===== config.mk =====
export PLATFORM = sky130hd
export DESIGN_NAME = eq
export DESIGN_NICKNAME = d
export VERILOG_FILES = /design/src/rtl/eq_pkg.sv /design/src/rtl/eq_cell.sv /design/src/rtl/eq.sv
export SDC_FILE = /design/constraint.sdc
export NUM_CORES = 1
export LEC_CHECK = 0
export CORE_MARGIN = 4
export CORE_UTILIZATION = 44
export CTS_CLUSTER_DIAMETER = 30
export DETAILED_ROUTE_END_ITERATION = 10
export PLACE_DENSITY = 0.86
export SKIP_CTS_REPAIR_TIMING = 1
export SYNTH_ARGS = -nofsm -noshare
export SYNTH_HDL_FRONTEND = slang
export SYNTH_SLANG_ARGS = --single-unit

===== constraint.sdc =====
create_clock -name clk -period 1.6 [get_ports clk]
set_input_delay 0.16 -clock clk [delete_from_list [all_inputs] [get_ports clk]]
set_output_delay 0.16 -clock clk [all_outputs]
set_load 0.05 [all_outputs]

===== src/rtl/eq_pkg.sv =====
// -----------------------------------------------------------------------------
// eq_pkg
// Shared constants for the 1-bit equality comparator and its statistics logic.
//   CNT_W_DEF   : default width of the match/miss counters
//   CNT_MAX_DEF : saturation value for a counter of default width
//   sat_max()   : all-ones value for an arbitrary counter width
// -----------------------------------------------------------------------------
package eq_pkg;

    localparam int unsigned CNT_W_DEF = 8;

    function automatic logic [63:0] sat_max(input int unsigned w);
        return (64'd1 << w) - 64'd1;
    endfunction

    localparam logic [63:0] CNT_MAX_DEF = sat_max(CNT_W_DEF);

endpackage


===== src/rtl/eq_cell.sv =====
// -----------------------------------------------------------------------------
// eq_cell
// Purely combinational 1-bit equality cell.
//   x, y : compared bits (inputs)
//   s1   : both-one term  (x & y)
//   s2   : both-zero term (~x & ~y)
//   s    : equality, s1 | s2
// X/Z on the inputs propagates naturally through the gate expressions.
// -----------------------------------------------------------------------------
module eq_cell (
    input  logic x,
    input  logic y,
    output logic s1,
    output logic s2,
    output logic s
);

    assign s1 = x & y;
    assign s2 = ~x & ~y;
    assign s  = s1 | s2;

endmodule


===== src/rtl/eq.sv =====
// -----------------------------------------------------------------------------
// eq
// 1-bit equality comparator with registered statistics.
//   s         : combinational equality of x and y (output)
//   x, y      : compared bits (inputs)
//   clk       : rising-edge clock
//   rst_n     : asynchronous active-low reset
//   clr       : synchronous clear of counters and edge flags (active-high)
//   s_q       : s registered on clk
//   match_cnt : saturating count of cycles with s_q = 1
//   miss_cnt  : saturating count of cycles with s_q = 0
//   rise      : one-cycle pulse, the cycle after s_q goes 0->1
//   fall      : one-cycle pulse, the cycle after s_q goes 1->0
// -----------------------------------------------------------------------------
module eq
    import eq_pkg::*;
#(
    parameter int unsigned CNT_W = CNT_W_DEF
) (
    output logic             s,
    input  logic             x,
    input  logic             y,
    input  logic             clk,
    input  logic             rst_n,
    input  logic             clr,
    output logic             s_q,
    output logic [CNT_W-1:0] match_cnt,
    output logic [CNT_W-1:0] miss_cnt,
    output logic             rise,
    output logic             fall
);

    localparam logic [CNT_W-1:0] CNT_MAX = CNT_W'(sat_max(CNT_W));

    logic s1;
    logic s2;
    logic w_s;

    logic             r_s_q;
    logic             r_s_q_d;
    logic             r_loaded;   // r_s_q holds a value sampled from s
    logic             r_hist_ok;  // r_s_q_d holds a value sampled from s
    logic [CNT_W-1:0] r_match_cnt;
    logic [CNT_W-1:0] r_miss_cnt;
    logic             r_rise;
    logic             r_fall;

    eq_cell u_cell (
        .x  (x),
        .y  (y),
        .s1 (s1),
        .s2 (s2),
        .s  (w_s)
    );

    assign s = w_s;

    // Edge flags compare the two most recent sampled values of s. The reset
    // value of s_q is not a sample, so the first load after reset can never
    // produce a pulse; r_hist_ok gates the detector until both history
    // registers hold real samples.
    always_ff @(posedge clk or negedge rst_n) begin
        if (!rst_n) begin
            r_s_q       <= 1'b0;
            r_s_q_d     <= 1'b0;
            r_loaded    <= 1'b0;
            r_hist_ok   <= 1'b0;
            r_match_cnt <= '0;
            r_miss_cnt  <= '0;
            r_rise      <= 1'b0;
            r_fall      <= 1'b0;
        end else begin
            r_s_q     <= w_s;
            r_s_q_d   <= r_s_q;
            r_loaded  <= 1'b1;
            r_hist_ok <= r_loaded;

            if (clr) begin
                r_match_cnt <= '0;
                r_miss_cnt  <= '0;
                r_rise      <= 1'b0;
                r_fall      <= 1'b0;
            end else begin
                if (r_s_q) begin
                    if (r_match_cnt != CNT_MAX)
                        r_match_cnt <= r_match_cnt + CNT_W'(1);
                end else begin
                    if (r_miss_cnt != CNT_MAX)
                        r_miss_cnt <= r_miss_cnt + CNT_W'(1);
                end
                r_rise <= r_hist_ok &  r_s_q & ~r_s_q_d;
                r_fall <= r_hist_ok & ~r_s_q &  r_s_q_d;
            end
        end
    end

    assign s_q       = r_s_q;
    assign match_cnt = r_match_cnt;
    assign miss_cnt  = r_miss_cnt;
    assign rise      = r_rise;
    assign fall      = r_fall;

endmodule


== Word-level counts from Yosys, hierarchy flattened ==
Index checks and enable logic that the tools add are counted.

* Register bits: 22
* Input bits: 5
* Output and inout port bits: 20
* Logic and storage cells: 37

* Add/sub/neg operators: 2
* Equal/unequal tests: 3
* Multiplexer cells: 8
* Bitwise gates (word level): 11
* Reduce and logical (&&, ||, !) cells: 5

{| class="wikitable"
|+ Operator list
! operator !! count
|-
| 8-bit two-way mux || 6
|-
| 8-bit by 1-bit adder with 8-bit output, second input constant || 2
|-
| 8-bit != test, second input constant || 2
|-
| 1-bit AND || 6
|-
| 2-bit nonzero test || 3
|-
| 1-bit inverter || 4
|-
| 2-bit AND reduction || 2
|-
| 1-bit two-way mux || 2
|-
| 2-bit != test, second input constant || 1
|-
| 1-bit bitwise OR || 1
|}

== Logic depth before layout (Yosys ltp) ==
Gate-level depths: netlist of the first run.

* Word-level depth: 4
* Depth in mapped cells: 5
* Gate-level depth less buffers: 4

== Modules after synthesis ==
From an unflattened synthesis of the first run, not the netlist that was laid out.

* Cells, all modules: 101
* Area, all modules: 1134.8 sq um

{| class="wikitable"
|+ By module, submodules not included
! module !! times used !! cells each !! area an instance (sq um) !! seq. area each (sq um)
|-
| eq || 1 || 96 || 1098.6 || 550.5
|-
| eq_cell || 1 || 5 || 36.3 || 0.0
|}

== Least setup slack after synthesis of the first run ==
Ideal clock, no wire load.

* Path kind: register -> register
* From: register r_miss_cnt[0], in the netlist miss_cnt[0]
* To: register r_miss_cnt[3], in the netlist miss_cnt[3]
* Setup time: 125 ps
* Arrival: 1751 ps
* Required time: 1475 ps
* Slack: -275 ps
* Stages on the path, launching flop included: 5
* Buffers on the path: 0
* Period minus slack after synthesis: 1875 ps
* Cells stage by stage: dfrtp_1 > ha_1 > and4_2 > a211oi_1 > mux2_2

* Word-level cells in the longest chain between the ends: 4
* Elaborated cells on any way between the ends: 7
* Classes of those cells: 1 x add/sub; 1 x eq/ne; 3 x mux; 2 x reduce/logical

{| class="wikitable"
|+ RTL lines
! what !! line !! text
|-
| from (decl) || eq.sv:44 || <nowiki>logic [CNT_W-1:0] r_miss_cnt;</nowiki>
|-
| from (signal assigned) || eq.sv:89 || <nowiki>r_miss_cnt <= r_miss_cnt + CNT_W'(1);</nowiki>
|-
| 8-bit by 1-bit adder with 8-bit output || eq.sv:89 ||
|-
| 8-bit two-way mux || eq.sv:88 || <nowiki>if (r_miss_cnt != CNT_MAX)</nowiki>
|-
| 8-bit two-way mux || eq.sv:84 || <nowiki>if (r_s_q) begin</nowiki>
|-
| 8-bit two-way mux || eq.sv:78 || <nowiki>if (clr) begin</nowiki>
|}

Parallel ways exist; a longest one is shown, timed or not. The select of a mux whose other input is x is not followed.
A chain may end at the register's enable or synchronous reset.

== Worst setup path after layout of the first run ==
* From: register r_match_cnt[1], in the netlist match_cnt[1]
* To: register r_match_cnt[0], in the netlist match_cnt[0]

* Word-level cells in the longest chain between the ends: 3

{| class="wikitable"
|+ RTL lines
! what !! line !! text
|-
| from (decl) || eq.sv:43 || <nowiki>logic [CNT_W-1:0] r_match_cnt;</nowiki>
|-
| from (signal assigned) || eq.sv:86 || <nowiki>r_match_cnt <= r_match_cnt + CNT_W'(1);</nowiki>
|-
| 8-bit != test || eq.sv:85 || <nowiki>if (r_match_cnt != CNT_MAX)</nowiki>
|-
| 2-bit nonzero test (no line) || -- ||
|-
| 2-bit AND reduction (no line) || -- ||
|}

No other way between the ends.

==> impl_metrics.env, run 1 <==
export IMPL_fin_worst_skew_ns=0.00612
export IMPL_drt_pass1_iter_count=4
export IMPL_num_rows=17
export IMPL_maxCapViolations=0
export IMPL_timing_hold_violations_final=0
export IMPL_p_int_w=0.000814
export IMPL_cts_sinks=22
export IMPL_rr_endpoint="match_cnt[0]"
export IMPL_busiest_layer="met2"
export IMPL_io_pins=25
export IMPL_wl_um=2380
export IMPL_cts_tree="built"
export IMPL_die_w_um=58.3
export IMPL_p_sw_frac=0.302
export IMPL_hold_class="in -> async"
export IMPL_clk_pin_slew_ns=0.13
export IMPL_crit_buf_inv=0
export IMPL_rsz0062_at_grt="false"
export IMPL_clk_latency_ns=0.31
export IMPL_core_um2=2300
export IMPL_detail_route_wl_per_cell_um=14.5
export IMPL_gp_congestion=0.845
export IMPL_finalCritPeriodShare=0.965
export IMPL_combPwrFrac=0.207
export IMPL_max_stage_delay_ns=0.47
export IMPL_vias=926
export IMPL_switchingPower_w=0.000351
export IMPL_r2r_cells=4
export IMPL_dieArea_um2=3390
export IMPL_seq_area_frac_synth=0.495
export IMPL_use_met1=0.192
export IMPL_outcome="completed"
export IMPL_synth_flop_cell="dfrtp_1"
export IMPL_ys_seq_elements=22
export IMPL_grt_pass1_wl_um=4180
export IMPL_cts_root_buf="clkbuf_4"
export IMPL_p_seq_frac=0.524
export IMPL_h_tree_depth=1
export IMPL_die_y_um=58.3
export IMPL_rr_startpoint="match_cnt[1]"
export IMPL_vdd_drop_max_uv=729
export IMPL_final_cell_area_um2=1450
export IMPL_drt_iter0_drc=23
export IMPL_p_leak_nw=0.615
export IMPL_ant_nets=0
export IMPL_fin_crit_ns=1.54
export IMPL_p_clk_frac=0.269
export IMPL_antenna_found_initial=0
export IMPL_synth_top_area_frac=0.495
export IMPL_synth_edf_count=0
export IMPL_cp_max_fo=6
export IMPL_syn_area_per_cell_um2=10.3
export IMPL_whs_ns=0.179
export IMPL_syn_nets=115
export IMPL_vias_per_cell=5.65
export IMPL_cpMaxStageDelayCell="dfrtp_2"
export IMPL_p_total_w=0.00117
export IMPL_use_met2=0.281
export IMPL_yosys_warnings=0
export IMPL_critPathArrivalTime_ns=1.75
export IMPL_insertedDiodeCount=0
export IMPL_max_freq_ghz=0.648
export IMPL_drcViolationCount=0
export IMPL_area_delta_synth_final_pct=30.9
export IMPL_required_ns=1.80
export IMPL_start_util=0.484
export IMPL_numCtsBuffers=3
export IMPL_final_layout_size_suffix_gt1_frac=0.338
export IMPL_yosysTopAreaCell="dfrtp_1"
export IMPL_powerDensity_nw_per_um2=801
export IMPL_crit_type="reg -> reg"
export IMPL_async_reset_ff_frac=1.00
export IMPL_cp_end_kind="flop"
export IMPL_cp_cell_sequence="ha_4 > and4_2 > a21oi_4 > mux2_4"
export IMPL_dp_hpwl_um=1760
export IMPL_nNetsFinal=144
export IMPL_placed_area_um2=1410
export IMPL_rrSetupSlack_ns=0.06
export IMPL_cts_buffer_depth=2
export IMPL_slew_violations=0
export IMPL_setup_violations=0
export IMPL_grtUsageTotal=0.160
export IMPL_cp_top_family="flip-flops"
export IMPL_startpoint_type="flop"
export IMPL_use_met3=0.0200
export IMPL_first_global_vias=946
export IMPL_synth_area_um2=1110
export IMPL_synth_cell_types=34
export IMPL_grt_ovfl_total=0
export IMPL_port_buffers=24
export IMPL_yosys_top_cells_area="dfrtp_1, a211oi_1, mux2_2"
export IMPL_grt_max_degree=23
export IMPL_syn_inst=108
==> synthesized netlist by cell type, types with 2 or more instances <==
cell	n
nor3_1	6
nand3_1	3
a21oi_1	5
nand2b_1	5
nand3b_1	2
o21ai_0	2
nor3b_1	2
ha_1	2
and4_1	3
nand2_1	2
inv_1	8
dfrtp_1	22
a2111oi_0	2
and3_1	2
mux2_2	4
buf_2	3
mux2i_1	2
nor2_1	5
a31oi_1	3
nand4_1	2
nor2b_1	5
a211oi_1	6
==> cell usage in the layout (no fill, tap or decap), types with 4 or more instances in the layout <==
cell type and n:
clkdlybuf4s50_1 4, nand2b_1 5, nor3_1 6, inv_1 8, nor2_1 5, nor2b_1 5
a211oi_1 5, dfrtp_1 17, buf_4 23, dfrtp_2 5
==> per-layer routing <==
layer | up-vias | wire (um)
met5 | - | 0
met4 | 0 | 58
met3 | 4 | 88
met2 | 23 | 1170
met1 | 451 | 1060
li1 | 448 | -
==> worst max-delay path by stage <==
stage	startpoint	end	cells past startpoint
final	match_cnt[1]	match_cnt[0]	4
after global routing	miss_cnt[1]	miss_cnt[3]	4
after CTS	miss_cnt[1]	miss_cnt[3]	4
after detailed placement	miss_cnt[1]	miss_cnt[3]	4
after global placement	miss_cnt[0]	miss_cnt[3]	4
after floorplan	match_cnt[1]	match_cnt[0]	5
==> layout make-up <==
type                       instances  area [um^2]
timing repair buffer              28          233
sequential                        22          557
multi-input combinational         74          563
clock buffer                       4         36.3
inverter                           8         30.0
fill                             189          843
tap                               28         35.0
==> cells by family after synthesis <==
group | count (synthesis) | share of synthesized area
DFF | 22 | 0.495
and+or+nand+nor | 44 | 0.248
buffers and inverters | 12 | 0.0439
muxes | 6 | 0.0586
xor gates and xnor gates | 1 | 0.00788
adders and majority gates | 2 | 0.0225
other | 1 | 0.00338
AOI/OAI and AO/OA | 20 | 0.120
==> worst register-to-register path: cells and delay by family, from the launching register on <==
family,cells,cell delay (ns)
mux,1,0.31
compound gates,1,0.19
fa+ha+maj,1,0.19
flops,1,0.47
simple gates,1,0.28
==> metrics by stage <==
stage	TNS, ns	worst slack [ns]	std cells	util
2_1_floorplan	-0.0668	-0.0334	108	-
3_3_place_gp	0	0.0996	160	0.615
3_5_place_dp	0	0.0617	160	0.615
4_1_cts	0	0.0432	164	0.631
5_1_grt	0	0.00955	164	0.633
6_report	0	0.0561	164	0.633
==> power by group through the flow <==
stage	combinational [W]	clock, W	sequential, W
3_3_place_gp	0.000239	0	0.000620
4_1_cts	0.000246	0.000323	0.000611
5_1_grt	0.000257	0.000345	0.000616
3_5_place_dp	0.000244	0	0.000622
6_report	0.000241	0.000313	0.000611
2_1_floorplan	0.0000840	0	0.000687
==> state kept, by name, summed over array words and instances, names as in the netlist <==
register,flops
match_cnt,8
miss_cnt,8
fall,1
r_hist_ok,1
r_loaded,1
r_s_q_d,1
rise,1
s_q,1
(Power assumes the default switching activity.)
==> inputs of run 2 (changes only) <==
CORE_UTILIZATION = 30   (was 44)
PLACE_DENSITY = unset   (was 0.86)
==> impl_metrics.env, run 2 (synthesis gave the netlist of run 1 again) <==
export IMPL_nFillCells=336
export IMPL_insertedDiodeCount=0
export IMPL_numCtsBuffers=3
export IMPL_p_total_w=0.00139
export IMPL_p_leak_nw=0.645
export IMPL_vias=950
export IMPL_rsz0062_at_grt="false"
export IMPL_dieArea_um2=4740
export IMPL_h_tree_depth=1
export IMPL_antenna_found_initial=0
export IMPL_cp_end_kind="flop"
export IMPL_start_util=0.323
export IMPL_place_ws_ns=0.0545
export IMPL_die_y_um=68.9
export IMPL_cts_root_buf="clkbuf_8"
export IMPL_drt_iter0_drc=91
export IMPL_num_rows=21
export IMPL_maxCapViolations=0
export IMPL_required_ns=1.76
export IMPL_cts_tree="built"
export IMPL_grt_max_degree=23
export IMPL_grt_pass1_wl_um=4180
export IMPL_fin_crit_ns=1.54
export IMPL_port_buffers=24
export IMPL_io_pins=25
export IMPL_vdd_drop_max_uv=480
export IMPL_timing_hold_violations_final=0
export IMPL_final_layout_size_suffix_gt1_frac=0.341
export IMPL_fin_worst_skew_ns=0.00475
export IMPL_cts_sinks=22
export IMPL_outcome="completed"
export IMPL_dp_hpwl_um=1810
export IMPL_max_freq_ghz=0.649
export IMPL_final_common_cell="buf_4"
export IMPL_powerDensity_nw_per_um2=904
export IMPL_detail_route_wl_per_cell_um=13.5
export IMPL_vias_per_cell=5.16
export IMPL_nNetsFinal=146
export IMPL_gp_congestion=0.790
export IMPL_final_cell_mix="buf_4, dfrtp_1, inv_1, nor3_1"
export IMPL_wl_um=2480
export IMPL_core_um2=3440
export IMPL_die_w_um=68.9
export IMPL_drt_pass1_iter_count=4
export IMPL_ant_nets=0
export IMPL_area_delta_synth_final_pct=38.2
export IMPL_clk_latency_ns=0.26
export IMPL_clk_pin_slew_ns=0.08
export IMPL_crit_type="reg -> reg"
export IMPL_finalCritPeriodShare=0.963
export IMPL_critPathArrivalTime_ns=1.70
export IMPL_hold_class="in -> async"
export IMPL_grt_ovfl_total=0
export IMPL_cp_max_fo=6
export IMPL_slew_violations=0
export IMPL_setup_ws_ns=0.0596
export IMPL_first_global_vias=913
export IMPL_setup_violations=0
export IMPL_drcViolationCount=0
export IMPL_startpoint_type="flop"
export IMPL_grtUsageTotal=0.120
export IMPL_cts_buffer_depth=2
-- run 2: cell count changes in the layout (fill, tap and decap cells not counted), sizes merged --
| cell | before | now |
|---|---|---|
| buf | 24 | 26 |
| bufinv | 0 | 1 |
| clkbuf | 4 | 3 |
-- run 2: worst max-delay path, cell delays in order, from the launching register on --
cell and delay [ns]:
dfrtp_2 0.46, ha_4 0.19, and4_2 0.28, a21oi_4 0.19, mux2_4 0.31
-- run 2: power breakdown --
| part | internal, W | switching, W |
|---|---|---|
| combinational | 0.000103 | 0.000153 |
| clock | 0.000334 | 0.000187 |
| sequential | 0.000582 | 0.0000287 |
-- run 2: per-stage QoR --
step	cells	hold WS, ns	instance area (um^2)	TNS, ns	utilization
6_report	184	0.246	1540	0	0.446
5_1_grt	184	0.274	1540	0	0.446
4_1_cts	184	0.256	1530	0	0.446
3_5_place_dp	180	0.337	1460	0	0.425
3_3_place_gp	180	0.334	1460	0	0.425
2_1_floorplan	108	-0.136	1170	-0.0668	-
-- run 2: final timing paths --
check / to / depth (start not counted) / slack [ns] / from
max: match_cnt[0] / 4 / 0.06 / match_cnt[0]
min: match_cnt[4] / 2 / 0.25 / rst_n
max reg2reg: match_cnt[0] / 4 / 0.06 / match_cnt[0]
min reg2reg: r_hist_ok / 0 / 0.35 / r_loaded
max in group asynchronous: miss_cnt[1] / 2 / 1.10 / rst_n
min in group clk: r_hist_ok / 0 / 0.35 / r_loaded
-- run 2: area by class of cell --
cell class	count	area, um^2	share of cell area
Sequential cell	22	557	0.363
Clock buffer	3	41.3	0.0269
Tap cell	46	57.6	0.0375
Timing Repair Buffer	30	260	0.170
Clock inverter	1	30.0	0.0196
Inverter	8	30.0	0.0196
Multi-Input combinational cell	74	559	0.364
-- run 2: metal layers --
metal  GRT usage  vias to the layer above  share of wire
li1            -                      452              -
met1       0.145                      464           0.40
met2       0.196                       30           0.50
met3      0.0438                        4          0.080
met4      0.0438                        0          0.016
met5           0                        -              0
==> inputs of run 3 (changes only) <==
CTS_CLUSTER_DIAMETER = 150   (was 30)
TNS_END_PERCENT = 5   (was unset)
==> impl_metrics.env, run 3 (synthesis gave the netlist of run 1 again) <==
export IMPL_outcome="completed"
export IMPL_port_buffers=24
export IMPL_insertedDiodeCount=0
export IMPL_hold_class="in -> async"
export IMPL_final_common_cell="buf_4"
export IMPL_drcViolationCount=0
export IMPL_die_y_um=68.9
export IMPL_ant_nets=0
export IMPL_switchingPower_w=0.000358
export IMPL_fin_crit_ns=1.54
export IMPL_maxCapViolations=0
export IMPL_seq_area_um2=556
export IMPL_start_util=0.323
export IMPL_required_ns=1.75
export IMPL_grt_pass1_wl_um=4060
export IMPL_fin_worst_skew_ns=0.00346
export IMPL_r2r_cells=4
export IMPL_detail_route_wl_per_cell_um=13.0
export IMPL_multi_input_area_um2=563
export IMPL_h_tree_depth=1
export IMPL_powerDensity_nw_per_um2=833
export IMPL_clk_pin_slew_ns=0.08
export IMPL_grtUsageTotal=0.116
export IMPL_crit_type="reg -> reg"
export IMPL_wl_met2_um=1190
export IMPL_drt_iter0_drc=77
export IMPL_drt_pass1_iter_count=4
export IMPL_num_rows=21
export IMPL_die_w_um=68.9
export IMPL_top_layer="met4"
export IMPL_io_pins=25
export IMPL_combPwrFrac=0.194
export IMPL_dieArea_um2=4740
export IMPL_cp_end_kind="flop"
export IMPL_slew_headroom=0.667
export IMPL_wl_um=2390
export IMPL_vias=929
export IMPL_tightest_slew_ns=0.498
export IMPL_p_leak_nw=0.633
export IMPL_cp_max_fo=6
export IMPL_whs_ns=0.243
export IMPL_finalCritPeriodShare=0.965
export IMPL_clk_latency_ns=0.26
export IMPL_nNetsFinal=145
export IMPL_area_delta_synth_final_pct=36.3
export IMPL_tns_ns=0
export IMPL_grt_max_degree=23
export IMPL_instances_no_fill=183
export IMPL_startpoint_type="flop"
export IMPL_p_seq_frac=0.489
export IMPL_final_cell_area_um2=1510
export IMPL_wl_met3_um=133
export IMPL_setup_violations=0
export IMPL_rsz0062_at_grt="false"
export IMPL_max_freq_ghz=0.648
export IMPL_slew_violations=0
export IMPL_cts_buffer_depth=2
export IMPL_rrSetupSlack_ns=0.06
export IMPL_p_int_w=0.000902
export IMPL_final_cell_mix="buf_4, dfrtp_1, inv_1, nor3_1"
export IMPL_grt_ovfl_total=0
export IMPL_p_total_w=0.00126
export IMPL_dpl_cell_count=179
export IMPL_cts_tree="built"
export IMPL_antenna_found_initial=0
export IMPL_nFillCells=350
export IMPL_critPathArrivalTime_ns=1.70
export IMPL_p_sw_frac=0.284
export IMPL_rr_endpoint="match_cnt[0]"
export IMPL_wl_met1_um=1030
export IMPL_p_clk_frac=0.317
export IMPL_numCtsBuffers=3
export IMPL_rr_startpoint="match_cnt[1]"
export IMPL_first_global_vias=922
export IMPL_dp_hpwl_um=1780
export IMPL_cts_root_buf="clkbuf_8"
export IMPL_placed_area_um2=1450
export IMPL_core_um2=3440
export IMPL_cts_sinks=22
export IMPL_vias_per_cell=5.08
export IMPL_final_layout_size_suffix_gt1_frac=0.328
export IMPL_vdd_drop_max_uv=448
export IMPL_timing_hold_violations_final=0
export IMPL_gp_congestion=0.789
-- run 3: changes by cell type in the layout (fill, tap and decap cells not counted), sizes merged --
cell / delta
bufinv: -1
buf: -1
clkbuf: +1
-- run 3: critical path, cell delays in order (launching register included) --
cell     delay [ns]
dfrtp_2        0.45
ha_4           0.19
and4_1         0.28
a21oi_4        0.20
mux2_4         0.31
-- run 3: power groups by stage --
stage | Clock [W] | Combinational, W | Sequential, W
global route | 0.000441 | 0.000267 | 0.000622
floorplan | 0 | 0.0000840 | 0.000687
finish | 0.000400 | 0.000245 | 0.000616
global placement | 0 | 0.000250 | 0.000625
CTS | 0.000421 | 0.000249 | 0.000617
detailed placement | 0 | 0.000248 | 0.000628
-- run 3: cell type report --
cell class,count,area share
Clock buffer,4,0.0364
Sequential cell,22,0.367
Timing Repair Buffer,29,0.167
Multi-Input combinational cell,74,0.372
Tap cell,46,0.0380
Inverter,8,0.0198
-- run 3: worst max-delay path by stage --
stage / endpoint / depth (start not counted) / slack, ns / startpoint
after detailed placement: match_cnt[3] / 4 / 0.06 / match_cnt[0]
after CTS: match_cnt[3] / 4 / 0.04 / match_cnt[0]
after global routing: match_cnt[0] / 4 / 0.004 / match_cnt[0]
after global placement: match_cnt[0] / 4 / 0.09 / match_cnt[0]
final: match_cnt[0] / 4 / 0.06 / match_cnt[1]
after floorplan: match_cnt[0] / 5 / -0.03 / match_cnt[1]
-- run 3: through the flow --
step,utilization,setup slack [ns]
2_1_floorplan,-,-0.0339
3_3_place_gp,0.422,0.0914
3_5_place_dp,0.422,0.0603
4_1_cts,0.438,0.0427
5_1_grt,0.440,0.00372
6_report,0.440,0.0557
-- run 3: metal layers --
layer | up-vias | track usage
li1 | 453 | -
met1 | 450 | 0.137
met3 | 4 | 0.0292
met4 | 0 | 0.0584
met2 | 22 | 0.194
met5 | - | 0
